--- src/rtl/alu_dec_pipe_pkg.sv ---
// Shared types and constants for the execute-stage ALU decoder:
// ALU control codes, ALUOp encodings, funct7 classes, FSM states.
package alu_dec_pipe_pkg;

  typedef enum logic [3:0] {
    ALU_ADD   = 4'b0000,
    ALU_SUB   = 4'b0001,
    ALU_AND   = 4'b0010,
    ALU_OR    = 4'b0011,
    ALU_XOR   = 4'b0100,
    ALU_SLT   = 4'b0101,
    ALU_SLTU  = 4'b0110,
    ALU_SLL   = 4'b0111,
    ALU_SRL   = 4'b1000,
    ALU_SRA   = 4'b1001,
    ALU_PASSB = 4'b1010
  } alu_ctrl_e;

  localparam logic [1:0] ALUOP_ADD   = 2'b00;
  localparam logic [1:0] ALUOP_SUB   = 2'b01;
  localparam logic [1:0] ALUOP_FUNCT = 2'b10;
  localparam logic [1:0] ALUOP_PASSB = 2'b11;

  localparam logic [6:0] FUNCT7_BASE   = 7'h00;
  localparam logic [6:0] FUNCT7_ALT    = 7'h20;
  localparam logic [6:0] FUNCT7_MULDIV = 7'h01;

  localparam logic [2:0] F3_ADDSUB = 3'b000;
  localparam logic [2:0] F3_SLL    = 3'b001;
  localparam logic [2:0] F3_SLT    = 3'b010;
  localparam logic [2:0] F3_SLTU   = 3'b011;
  localparam logic [2:0] F3_XOR    = 3'b100;
  localparam logic [2:0] F3_SR     = 3'b101;
  localparam logic [2:0] F3_OR     = 3'b110;
  localparam logic [2:0] F3_AND    = 3'b111;

  typedef enum logic [1:0] {
    ST_IDLE  = 2'b00,
    ST_COUNT = 2'b01,
    ST_HOLD  = 2'b10
  } dec_state_e;

  function automatic int max_int(input int a, input int b);
    return (a > b) ? a : b;
  endfunction

endpackage

--- src/rtl/alu_dec_pipe_if.sv ---
// Decode-field / result handshake bundle between the main decoder,
// the ALU decoder and the ALU/multiplier consumer.
interface alu_dec_pipe_if;
  logic       flush;
  logic       in_valid;
  logic       in_ready;
  logic [1:0] ALUOp;
  logic [2:0] funct3;
  logic [6:0] funct7;
  logic       op_5;
  logic       out_valid;
  logic       out_ready;
  logic [3:0] alu_ctrl;
  logic       m_op;
  logic       illegal;
  logic       busy;

  // Upstream/consumer side: supplies fields, flush and output back-pressure.
  modport master (
    output flush, in_valid, ALUOp, funct3, funct7, op_5, out_ready,
    input  in_ready, out_valid, alu_ctrl, m_op, illegal, busy
  );

  // Decoder side.
  modport slave (
    input  flush, in_valid, ALUOp, funct3, funct7, op_5, out_ready,
    output in_ready, out_valid, alu_ctrl, m_op, illegal, busy
  );
endinterface

--- src/rtl/alu_dec_pipe_comb.sv ---
// Pure combinational decode of ALUOp/funct3/funct7/op_5 into the
// 4-bit ALU control, the M-extension flag and the illegal flag.
module alu_dec_pipe_comb
  import alu_dec_pipe_pkg::*;
#(
  parameter bit EN_M = 1'b1
) (
  input  logic [1:0] i_aluop,
  input  logic [2:0] i_funct3,
  input  logic [6:0] i_funct7,
  input  logic       i_op_5,
  output alu_ctrl_e  o_alu_ctrl,
  output logic       o_m_op,
  output logic       o_illegal
);

  logic w_f7_std;
  logic w_is_m;
  logic w_is_shift;
  logic w_bad;

  // funct7 of 0x00/0x20 are the only encodings the base ISA defines.
  assign w_f7_std   = (i_funct7 == FUNCT7_BASE) || (i_funct7 == FUNCT7_ALT);
  assign w_is_m     = EN_M && i_op_5 && (i_funct7 == FUNCT7_MULDIV);
  assign w_is_shift = (i_funct3 == F3_SLL) || (i_funct3 == F3_SR);
  // M ops are tested first, so any remaining R-type funct7 outside the base
  // set (including 0x01 when M is disabled) is illegal; shifts carry funct7
  // in the immediate too, so they are checked for both R and I forms.
  assign w_bad      = !w_f7_std && (i_op_5 || w_is_shift);

  // Field decode; illegal combinations fall back to ADD with m_op low.
  always_comb begin
    o_alu_ctrl = ALU_ADD;
    o_m_op     = 1'b0;
    o_illegal  = 1'b0;
    case (i_aluop)
      ALUOP_ADD:   o_alu_ctrl = ALU_ADD;
      ALUOP_SUB:   o_alu_ctrl = ALU_SUB;
      ALUOP_PASSB: o_alu_ctrl = ALU_PASSB;
      default: begin
        if (w_is_m) begin
          o_m_op     = 1'b1;
          o_alu_ctrl = alu_ctrl_e'({1'b0, i_funct3});
        end else if (w_bad) begin
          o_illegal  = 1'b1;
        end else begin
          case (i_funct3)
            F3_ADDSUB: o_alu_ctrl = (i_op_5 && i_funct7[5]) ? ALU_SUB : ALU_ADD;
            F3_SLL:    o_alu_ctrl = ALU_SLL;
            F3_SLT:    o_alu_ctrl = ALU_SLT;
            F3_SLTU:   o_alu_ctrl = ALU_SLTU;
            F3_XOR:    o_alu_ctrl = ALU_XOR;
            F3_SR:     o_alu_ctrl = i_funct7[5] ? ALU_SRA : ALU_SRL;
            F3_OR:     o_alu_ctrl = ALU_OR;
            F3_AND:    o_alu_ctrl = ALU_AND;
            default:   o_alu_ctrl = ALU_ADD;
          endcase
        end
      end
    endcase
  end

endmodule

--- src/rtl/alu_dec_pipe.sv ---
// Registered, handshaked ALU decoder. Single-cycle ops appear one cycle
// after accept; M ops are held back for MUL_CYCLES / DIV_CYCLES so the
// multiplier/divider result and the control arrive together.
module alu_dec_pipe
  import alu_dec_pipe_pkg::*;
#(
  parameter bit EN_M       = 1'b1,
  parameter int MUL_CYCLES = 2,
  parameter int DIV_CYCLES = 32
) (
  input  logic          clk,
  input  logic          rst,
  alu_dec_pipe_if.slave bus
);

  localparam int CNT_MAX = max_int(MUL_CYCLES, DIV_CYCLES);
  localparam int CNT_W   = $clog2(CNT_MAX + 1);
  localparam logic [CNT_W-1:0] MUL_LOAD = CNT_W'(MUL_CYCLES - 1);
  localparam logic [CNT_W-1:0] DIV_LOAD = CNT_W'(DIV_CYCLES - 1);
  localparam logic [CNT_W-1:0] CNT_ONE  = CNT_W'(1);

  dec_state_e       r_state;
  logic [CNT_W-1:0] r_cnt;
  logic             r_out_valid;
  logic             r_busy;
  alu_ctrl_e        r_alu_ctrl;
  logic             r_m_op;
  logic             r_illegal;

  alu_ctrl_e        w_dec_ctrl;
  logic             w_dec_m;
  logic             w_dec_ill;
  logic             w_in_ready;
  logic             w_accept;
  logic [CNT_W-1:0] w_load;

  alu_dec_pipe_comb #(
    .EN_M (EN_M)
  ) u_comb (
    .i_aluop    (bus.ALUOp),
    .i_funct3   (bus.funct3),
    .i_funct7   (bus.funct7),
    .i_op_5     (bus.op_5),
    .o_alu_ctrl (w_dec_ctrl),
    .o_m_op     (w_dec_m),
    .o_illegal  (w_dec_ill)
  );

  // A held result can be replaced in the same cycle it is consumed, which
  // is what gives 1/cycle throughput for single-cycle ops.
  assign w_in_ready = (r_state == ST_IDLE) ||
                      ((r_state == ST_HOLD) && bus.out_ready);
  // Inputs presented alongside a flush belong to the redirected path.
  assign w_accept   = bus.in_valid && w_in_ready && !bus.flush;
  // Remaining COUNT cycles after accept; zero means straight to HOLD.
  assign w_load     = !w_dec_m      ? '0       :
                      bus.funct3[2] ? DIV_LOAD : MUL_LOAD;

  // Control FSM, countdown and output registers.
  always_ff @(posedge clk) begin
    if (rst) begin
      r_state     <= ST_IDLE;
      r_cnt       <= '0;
      r_out_valid <= 1'b0;
      r_busy      <= 1'b0;
      r_alu_ctrl  <= ALU_ADD;
      r_m_op      <= 1'b0;
      r_illegal   <= 1'b0;
    end else if (bus.flush) begin
      r_state     <= ST_IDLE;
      r_cnt       <= '0;
      r_out_valid <= 1'b0;
      r_busy      <= 1'b0;
    end else if (w_accept) begin
      r_alu_ctrl <= w_dec_ctrl;
      r_m_op     <= w_dec_m;
      r_illegal  <= w_dec_ill;
      r_cnt      <= w_load;
      if (w_load != '0) begin
        r_state     <= ST_COUNT;
        r_out_valid <= 1'b0;
        r_busy      <= 1'b1;
      end else begin
        r_state     <= ST_HOLD;
        r_out_valid <= 1'b1;
        r_busy      <= 1'b0;
      end
    end else begin
      case (r_state)
        ST_COUNT: begin
          r_cnt <= r_cnt - CNT_ONE;
          if ((r_cnt == CNT_ONE) || (r_cnt == '0)) begin
            r_cnt       <= '0;
            r_state     <= ST_HOLD;
            r_out_valid <= 1'b1;
            r_busy      <= 1'b0;
          end
        end
        ST_HOLD: begin
          if (bus.out_ready) begin
            r_state     <= ST_IDLE;
            r_out_valid <= 1'b0;
          end
        end
        ST_IDLE: begin
        end
        default: begin
          r_state     <= ST_IDLE;
          r_out_valid <= 1'b0;
          r_busy      <= 1'b0;
          r_cnt       <= '0;
        end
      endcase
    end
  end

  assign bus.in_ready  = w_in_ready;
  assign bus.out_valid = r_out_valid;
  assign bus.busy      = r_busy;
  assign bus.alu_ctrl  = r_alu_ctrl;
  assign bus.m_op      = r_m_op;
  assign bus.illegal   = r_illegal;

endmodule
--- src/flat_wrapper.sv ---
// flat-port wrapper written by rule: the top's interface ports become plain ports
module alu_dec_pipe_flat import alu_dec_pipe_pkg::*;
#(
  parameter bit EN_M       = 1'b1,
  parameter int MUL_CYCLES = 2,
  parameter int DIV_CYCLES = 32
)
  (clk, rst, bus_flush, bus_in_valid, bus_ALUOp, bus_funct3, bus_funct7, bus_op_5, bus_out_ready, bus_in_ready, bus_out_valid, bus_alu_ctrl, bus_m_op, bus_illegal, bus_busy);
  alu_dec_pipe_if bus_i ();
  input  logic clk;
  input  logic rst;
  input wire logic [$bits(bus_i.flush)-1:0] bus_flush;
  input wire logic [$bits(bus_i.in_valid)-1:0] bus_in_valid;
  input wire logic [$bits(bus_i.ALUOp)-1:0] bus_ALUOp;
  input wire logic [$bits(bus_i.funct3)-1:0] bus_funct3;
  input wire logic [$bits(bus_i.funct7)-1:0] bus_funct7;
  input wire logic [$bits(bus_i.op_5)-1:0] bus_op_5;
  input wire logic [$bits(bus_i.out_ready)-1:0] bus_out_ready;
  output wire logic [$bits(bus_i.in_ready)-1:0] bus_in_ready;
  output wire logic [$bits(bus_i.out_valid)-1:0] bus_out_valid;
  output wire logic [$bits(bus_i.alu_ctrl)-1:0] bus_alu_ctrl;
  output wire logic [$bits(bus_i.m_op)-1:0] bus_m_op;
  output wire logic [$bits(bus_i.illegal)-1:0] bus_illegal;
  output wire logic [$bits(bus_i.busy)-1:0] bus_busy;
  assign bus_i.flush = bus_flush;
  assign bus_i.in_valid = bus_in_valid;
  assign bus_i.ALUOp = bus_ALUOp;
  assign bus_i.funct3 = bus_funct3;
  assign bus_i.funct7 = bus_funct7;
  assign bus_i.op_5 = bus_op_5;
  assign bus_i.out_ready = bus_out_ready;
  assign bus_in_ready = bus_i.in_ready;
  assign bus_out_valid = bus_i.out_valid;
  assign bus_alu_ctrl = bus_i.alu_ctrl;
  assign bus_m_op = bus_i.m_op;
  assign bus_illegal = bus_i.illegal;
  assign bus_busy = bus_i.busy;
  alu_dec_pipe #(.EN_M(EN_M), .MUL_CYCLES(MUL_CYCLES), .DIV_CYCLES(DIV_CYCLES)) u_core (.clk(clk), .rst(rst), .bus(bus_i));
endmodule
--- config.mk ---
export PLATFORM = sky130hd
export DESIGN_NAME = alu_dec_pipe_flat
export DESIGN_NICKNAME = d
export VERILOG_FILES = /design/src/rtl/alu_dec_pipe_pkg.sv /design/src/rtl/alu_dec_pipe_if.sv /design/src/rtl/alu_dec_pipe_comb.sv /design/src/rtl/alu_dec_pipe.sv /design/src/flat_wrapper.sv
export SDC_FILE = /design/constraint.sdc
export NUM_CORES = 1
export LEC_CHECK = 0
export BUFFER_PORTS_ARGS = -buffer_cell sky130_fd_sc_hd__buf_2
export CORE_MARGIN = 8
export CORE_UTILIZATION = 58
export CTS_BUF_LIST = sky130_fd_sc_hd__clkbuf_8
export DETAILED_ROUTE_END_ITERATION = 6
export PLACE_DENSITY = 0.87
export SYNTH_ARGS = -nofsm -noshare
export SYNTH_HDL_FRONTEND = slang
export SYNTH_SLANG_ARGS = --single-unit
--- constraint.sdc ---
create_clock -name clk -period 3.05 [get_ports clk]
set_input_delay 0.1525 -clock clk [delete_from_list [all_inputs] [get_ports clk]]
set_output_delay 0.1525 -clock clk [all_outputs]
set_load 0.05 [all_outputs]
==> results of run 1 <==
[logic make-up after synthesis]
group                      Yosys count  share of synthesized area [%]
buffers and inverters                7                           3.09
AOI/OAI and AO/OA                   40                           29.6
adders and majority gates            3                           3.71
and+or+nand+nor                     49                           30.7
DFF                                 15                           29.7
muxes                                3                           3.22
[routing by layer]
layer  vias up  GRT usage [%]  share of wire, %
li1        503              -                 -
met1       471           17.7                43
met2        50           27.2                48
met3         7           4.19               7.6
met4         0           5.24               1.4
met5         -              0                 0
[power breakdown]
group	switching, uW	leakage (uW)	internal [uW]
combinational	48.9	0.000313	26.9
clock	80.8	0.0000255	91.0
sequential	1.68	0.000121	199
total	131	0.000460	317
[synth_stat cells, drive strengths merged (3+ instances only)]
master and number:
nor2b 4, buf 3, nand2 5, nand2b 5
nand3 3, a21oi 10, inv 3, nor4b 3
dfxtp 15, o21ai 9, nor3 5, o211ai 3
ha 3, a32o 3, or4 3, nor2 9
[metrics by stage]
stage / hold slack, ps / cell area (um2) / util, % / setup WS [ps] / std cells
after floorplan: 321 / 1010 / - / 1290 / 117
after global placement: 441 / 1140 / 67.6 / 1250 / 156
after detailed placement: 446 / 1140 / 67.6 / 1200 / 156
after CTS: 176 / 1190 / 70.4 / 1180 / 160
after global routing: 188 / 1190 / 70.4 / 1060 / 160
final: 169 / 1190 / 70.4 / 1150 / 160
[registers in the layout (all words and copies together) (netlist names)]
register,count
u_core.bus.alu_ctrl,4
u_core.bus.busy,1
u_core.bus.illegal,1
u_core.bus.m_op,1
u_core.bus.out_valid,1
u_core.r_cnt,6
u_core.r_state,1
[final timing paths]
path,start,endpoint,slack (ps),cells after the start
worst min register to register,u_core.bus.alu_ctrl[3],u_core.bus.alu_ctrl[3],450,2
worst min-delay path,rst,u_core.bus.m_op,170,2
worst max-delay path,u_core.r_cnt[2],u_core.r_cnt[4],1150,4
worst max register to register,u_core.r_cnt[2],u_core.r_cnt[4],1150,4
[final cells by class]
class,instances,area [um2]
Multi-Input combinational cell,95,679
Timing Repair Buffer,26,130
Inverter,3,11.3
Fill cell,128,500
Tap cell,17,21.3
Clock inverter,1,5.00
Clock buffer,3,41.3
Sequential cell,15,300
[layout by cell type (no fill, tap or decap), types with 2 or more instances in the layout]
cell type  instances
a21oi_1           10
a311oi_1           2
a32o_1             3
and2_1             2
and3_1             2
buf_2             26
clkbuf_8           3
dfxtp_1           15
ha_1               3
inv_1              3
nand2_1            4
nand2b_1           5
nand3_1            3
nand4_1            2
nor2_1             9
nor2b_1            4
nor3_1             4
nor4b_1            2
o211ai_1           3
o21ai_0            7
o31ai_1            2
or3_1              2
or4_4              2
==> reports/metrics.csv, run 1 <==
stage,metric,value,unit
detailed_routing,Pre-antenna DRT Iters,4,
logic_synthesis,Synth area leader,dfxtp_1,
cts,CTS tree,built,
cts,clock tree buffer depth,2,
pwr,peak supply drop,0.000233,V
setup_path,crit path cell chain,"or4_4, o21bai_2, o21ai_0, a32o_1",
logic_synthesis,ys async rst share,0,%
cts,Post-CTS Resized,0,
timing,setup TNS,0,ps
timing,setup violators final,0,
logic_synthesis,"Avg Cell Area, Syn",8.64,um2
setup_path,worst path arrival time,2050,ps
timing,unrepaired setup endpoints after global routing,false,
setup_path,WP data required,3200,ps
timing,Slew Limit Fails,0,
logic_synthesis,ys flop type,dfxtp_1,
timing,Max transition margin,53.4,%
setup_path,crit end category,register,
job,Max Cap Violations,0,
detailed_routing,Detailed Route Iter0 Violations,46,
final_layout,Final nets,165,
timing,f_max,527,MHz
final_layout,Layout area overhead,17.6,%
detailed_routing,# DRC,0,
setup_path,"delay-heaviest family, CP",compound AO/OA/AOI/OAI gates,
logic_synthesis,number of synthesized flops with an enable pin,0,
cts,"Reg clk slew, reported paths",70,ps
cts,CTS Sinks,15,
final_layout,share of cells above drive strength 1,28.0,%
floorplanning,core area,1690,um2
pwr,P per Cell Area,377,nW/um2
setup_path,max incr delay on CP,530,ps
logic_synthesis,Netlist cell types,49,
timing,final-report hold violation count,0,
floorplanning,I/O pin count,27,
floorplanning,Initial Util,59.9,%
cts,postcts setup bufs,0,
timing,final worst-path cycle share,62.2,%
detailed_routing,routed wire length,2680,um
final_layout,number of diodes,0,
setup_path,worst path buffer plus inverter count,0,
timing,Final min period,1900,ps
setup_path,slowest CP cell,or4_4,
logic_synthesis,syn_nets,138,
grt,global-route wire length before repair,4130,um
pwr,Tot Pwr,449,uW
detailed_routing,Via density,6.44,
pwr,LEAKAGE,0.000460,uW
floorplanning,area of the die,3340,um2
floorplanning,# rows,15,
logic_synthesis,Synth Cell Area,1010,um2
place,PortBufs,26,
run_status,outcome,finished clean,
detailed_routing,antenna-violating nets left,0,
grt,largest net degree at the start of global routing,13,
floorplanning,die span in y,57.8,um
detailed_routing,WL/cell,16.8,um
cts,worst skew pair latency,260,ps
place,DP HPWL,1970,um
grt,number of global-route vias before repair,946,
detailed_routing,Vias,1031,
min_path,HP Class,in2reg,
grt,initial antenna violation count,0,
timing,Slew @ Worst Pin,697,ps
setup_path,crit path launch type,register,
grt,gr usage total,15.5,%
cts,H-tree depth,1,
cts,clock root buffer,clkbuf_8,
logic_synthesis,Cells after Synth,117,
cts,CTS Buf Count,3,
place,Final GP Congestion,0.884,
timing,Final Skew,2.41,ps
floorplanning,chip width,57.8,um
setup_path,Crit Path Max Fanout,12,
logic_synthesis,post-synth top area share,29.7,%
logic_synthesis,Synth Register Bits,15,
grt,gr ovfl total,0,
setup_path,WS Path Type,reg2reg,
logic_synthesis,synth top area cells,"dfxtp_1, a21oi_1, ha_1",
cts,Hold Buf Count CTS,0,
logic_synthesis,sequential area share after synthesis,29.7,%
logic_synthesis,Yosys warnings,0,
(Power assumes the default switching activity.)
==> run 2, diff against run 1 <==
CORE_UTILIZATION = 48   (was 58)
PLACE_DENSITY = 0.77   (was 0.87)
clock period = 1.58 ns   (was 3.05 ns; I/O delays follow)
==> run 2 against run 1 <==
  * Non-clock buffer count is 13 higher
  * Final area increased by 13%
  * Die area up 15%
  * Critical path depth is 1 higher
  * Power increased by 94%
  * Register-to-register slack worse by 1200 ps
  * Clock skew grew 1.7 ps
  * Via count increased by 2.2%
  * Highest routed layer unchanged
  * First-iteration DRC count shrank 37%
  * Worst setup slack worse by 1200 ps
  * Cell count up 14%
  * The flow now finishes with violations (setup timing)
  * Critical path type unchanged
  * Routed wire length is 2.8% higher
==> reports/metrics.csv, run 2 (synthesis gave the netlist of run 1 again) <==
stage,metric,value,unit
setup_path,Worst Setup SP,u_core.r_cnt[4],
detailed_routing,Via density,5.76,
timing,Hold WS,88.1,ps
detailed_routing,# DRC,0,
grt,global-route wire length before repair,4560,um
cts,"Reg clk slew, reported paths",70,ps
final_layout,Final nets,178,
timing,Slew Limit Fails,0,
cts,clock tree buffer depth,2,
final_layout,Post-Layout Cell Count,183,
final_layout,max reg flops,6,
final_layout,share of cells above drive strength 1,39.1,%
detailed_routing,Detailed Route Iter0 Violations,29,
setup_path,Setup crit end,u_core.r_cnt[4],
timing,Slew @ Worst Pin,400,ps
timing,Final Skew,4.09,ps
grt,gr ovfl total,0,
cts,postcts setup bufs,0,
cts,clock root buffer,clkbuf_8,
grt,gr usage total,15.8,%
place,DP HPWL,2060,um
timing,setup violators final,4,
floorplanning,Initial Util,51.0,%
setup_path,crit path launch type,register,
min_path,HP Class,in2reg,
pwr,Tot Pwr,869,uW
final_layout,Final Core Density,67.6,%
timing,final-report hold violation count,0,
pwr,peak supply drop,0.000754,V
final_layout,Biggest register,u_core.r_cnt,
timing,final worst-path cycle share,103,%
floorplanning,die span in y,61.9,um
setup_path,reg2reg start,u_core.r_cnt[4],
setup_path,Crit Path Max Fanout,7,
run_status,outcome,finished with violations,
final_layout,Layout area overhead,32.5,%
detailed_routing,WL/cell,15.1,um
min_path,hold depth,2,
cts,H-tree depth,1,
timing,f_max,616,MHz
job,Max Cap Violations,0,
floorplanning,I/O pin count,27,
setup_path,crit end category,register,
setup_path,R2R Setup Slk,-40,ps
floorplanning,core area,1980,um2
place,Inst Count DP,179,
final_layout,most frequent cells in the layout,"buf_2, dfxtp_1, buf_4, a21oi_1, nor2_1",
setup_path,worst path arrival time,1770,ps
cts,worst skew pair latency,260,ps
timing,Max transition margin,72.7,%
floorplanning,area of the die,3830,um2
floorplanning,chip width,61.9,um
timing,setup TNS,-124,ps
grt,initial antenna violation count,0,
cts,CTS tree,built,
setup_path,r2r endpoint,u_core.r_cnt[4],
grt,largest net degree at the start of global routing,11,
cts,CTS Buf Count,3,
floorplanning,# rows,16,
pwr,LEAKAGE,0.000542,uW
detailed_routing,Vias,1054,
place,Final GP Congestion,0.874,
place,PortBufs,26,
final_layout,number of diodes,0,
detailed_routing,Pre-antenna DRT Iters,4,
setup_path,R2R cell count,5,
run_status,failing checks,setup timing,
grt,number of global-route vias before repair,1035,
cts,CTS Sinks,15,
setup_path,WS Path Type,reg2reg,
pwr,P per Cell Area,649,nW/um2
timing,Setup WS post-layout,-43.0,ps
detailed_routing,routed wire length,2760,um
detailed_routing,antenna-violating nets left,0,
setup_path,WP data required,1730,ps
final_layout,"most common cell after layout, fill and taps aside",buf_2,
timing,unrepaired setup endpoints after global routing,true,
timing,Final min period,1620,ps
## run 2: cell count changes in the layout (fill, tap and decap cells not counted), sizes merged
cell,change
buf,+13
## run 2: where the power goes
group          total, uW  switching [uW]  leakage, uW  internal [uW]
clock network        326             151    0.0000255            175
registers            388            2.93     0.000123            385
logic                155            96.6     0.000394           58.7
## run 2: routing by layer
layer	wire length, um	vias to the layer above	share of wire, %	GRT usage (%)
li1	-	526	-	-
met1	1270	484	46	19.4
met2	1270	37	46	25.3
met3	157	7	5.7	3.09
met4	54	0	2.0	8.44
met5	0	-	0	0
## run 2: worst max-delay path, cell delays in order (launching register included)
cell,delay [ps]
dfxtp_2,320
or4_4,550
o21bai_4,220
buf_6,150
o31ai_2,50
a32o_1,210
## run 2: worst min-delay path by stage
stage | end | slack (ps) | start
finish | u_core.bus.m_op | 90 | rst
detailed placement | u_core.bus.illegal | 360 | rst
CTS | u_core.bus.illegal | 90 | rst
global placement | u_core.bus.m_op | 360 | rst
floorplan | u_core.bus.alu_ctrl[3] | 250 | bus_ALUOp[1]
global route | u_core.bus.m_op | 110 | rst
## run 2: stage by stage
stage	cell area (um2)	setup WS, ps
3_3_place_gp	1250	-95.1
3_5_place_dp	1250	-125
6_report	1340	-43.0
2_1_floorplan	1020	3.07
4_1_cts	1330	-30.2
5_1_grt	1340	-108
## run 2: final cells by class
type,instances,area (um2)
multi-input combinational,95,709
fill,164,642
sequential,15,304
timing repair buffer,39,235
clock buffer,3,41.3
tap,27,33.8
inverter,3,11.3
clock inverter,1,5.00
## run 2: repair_timing
action                                  4_1_cts  5_1_grt
hold endpoints to repair                      0        0
pin swaps                                     9        0
endpoints found under the setup margin        6        8
resized for setup                             8        5
hold buffers                                  0        0
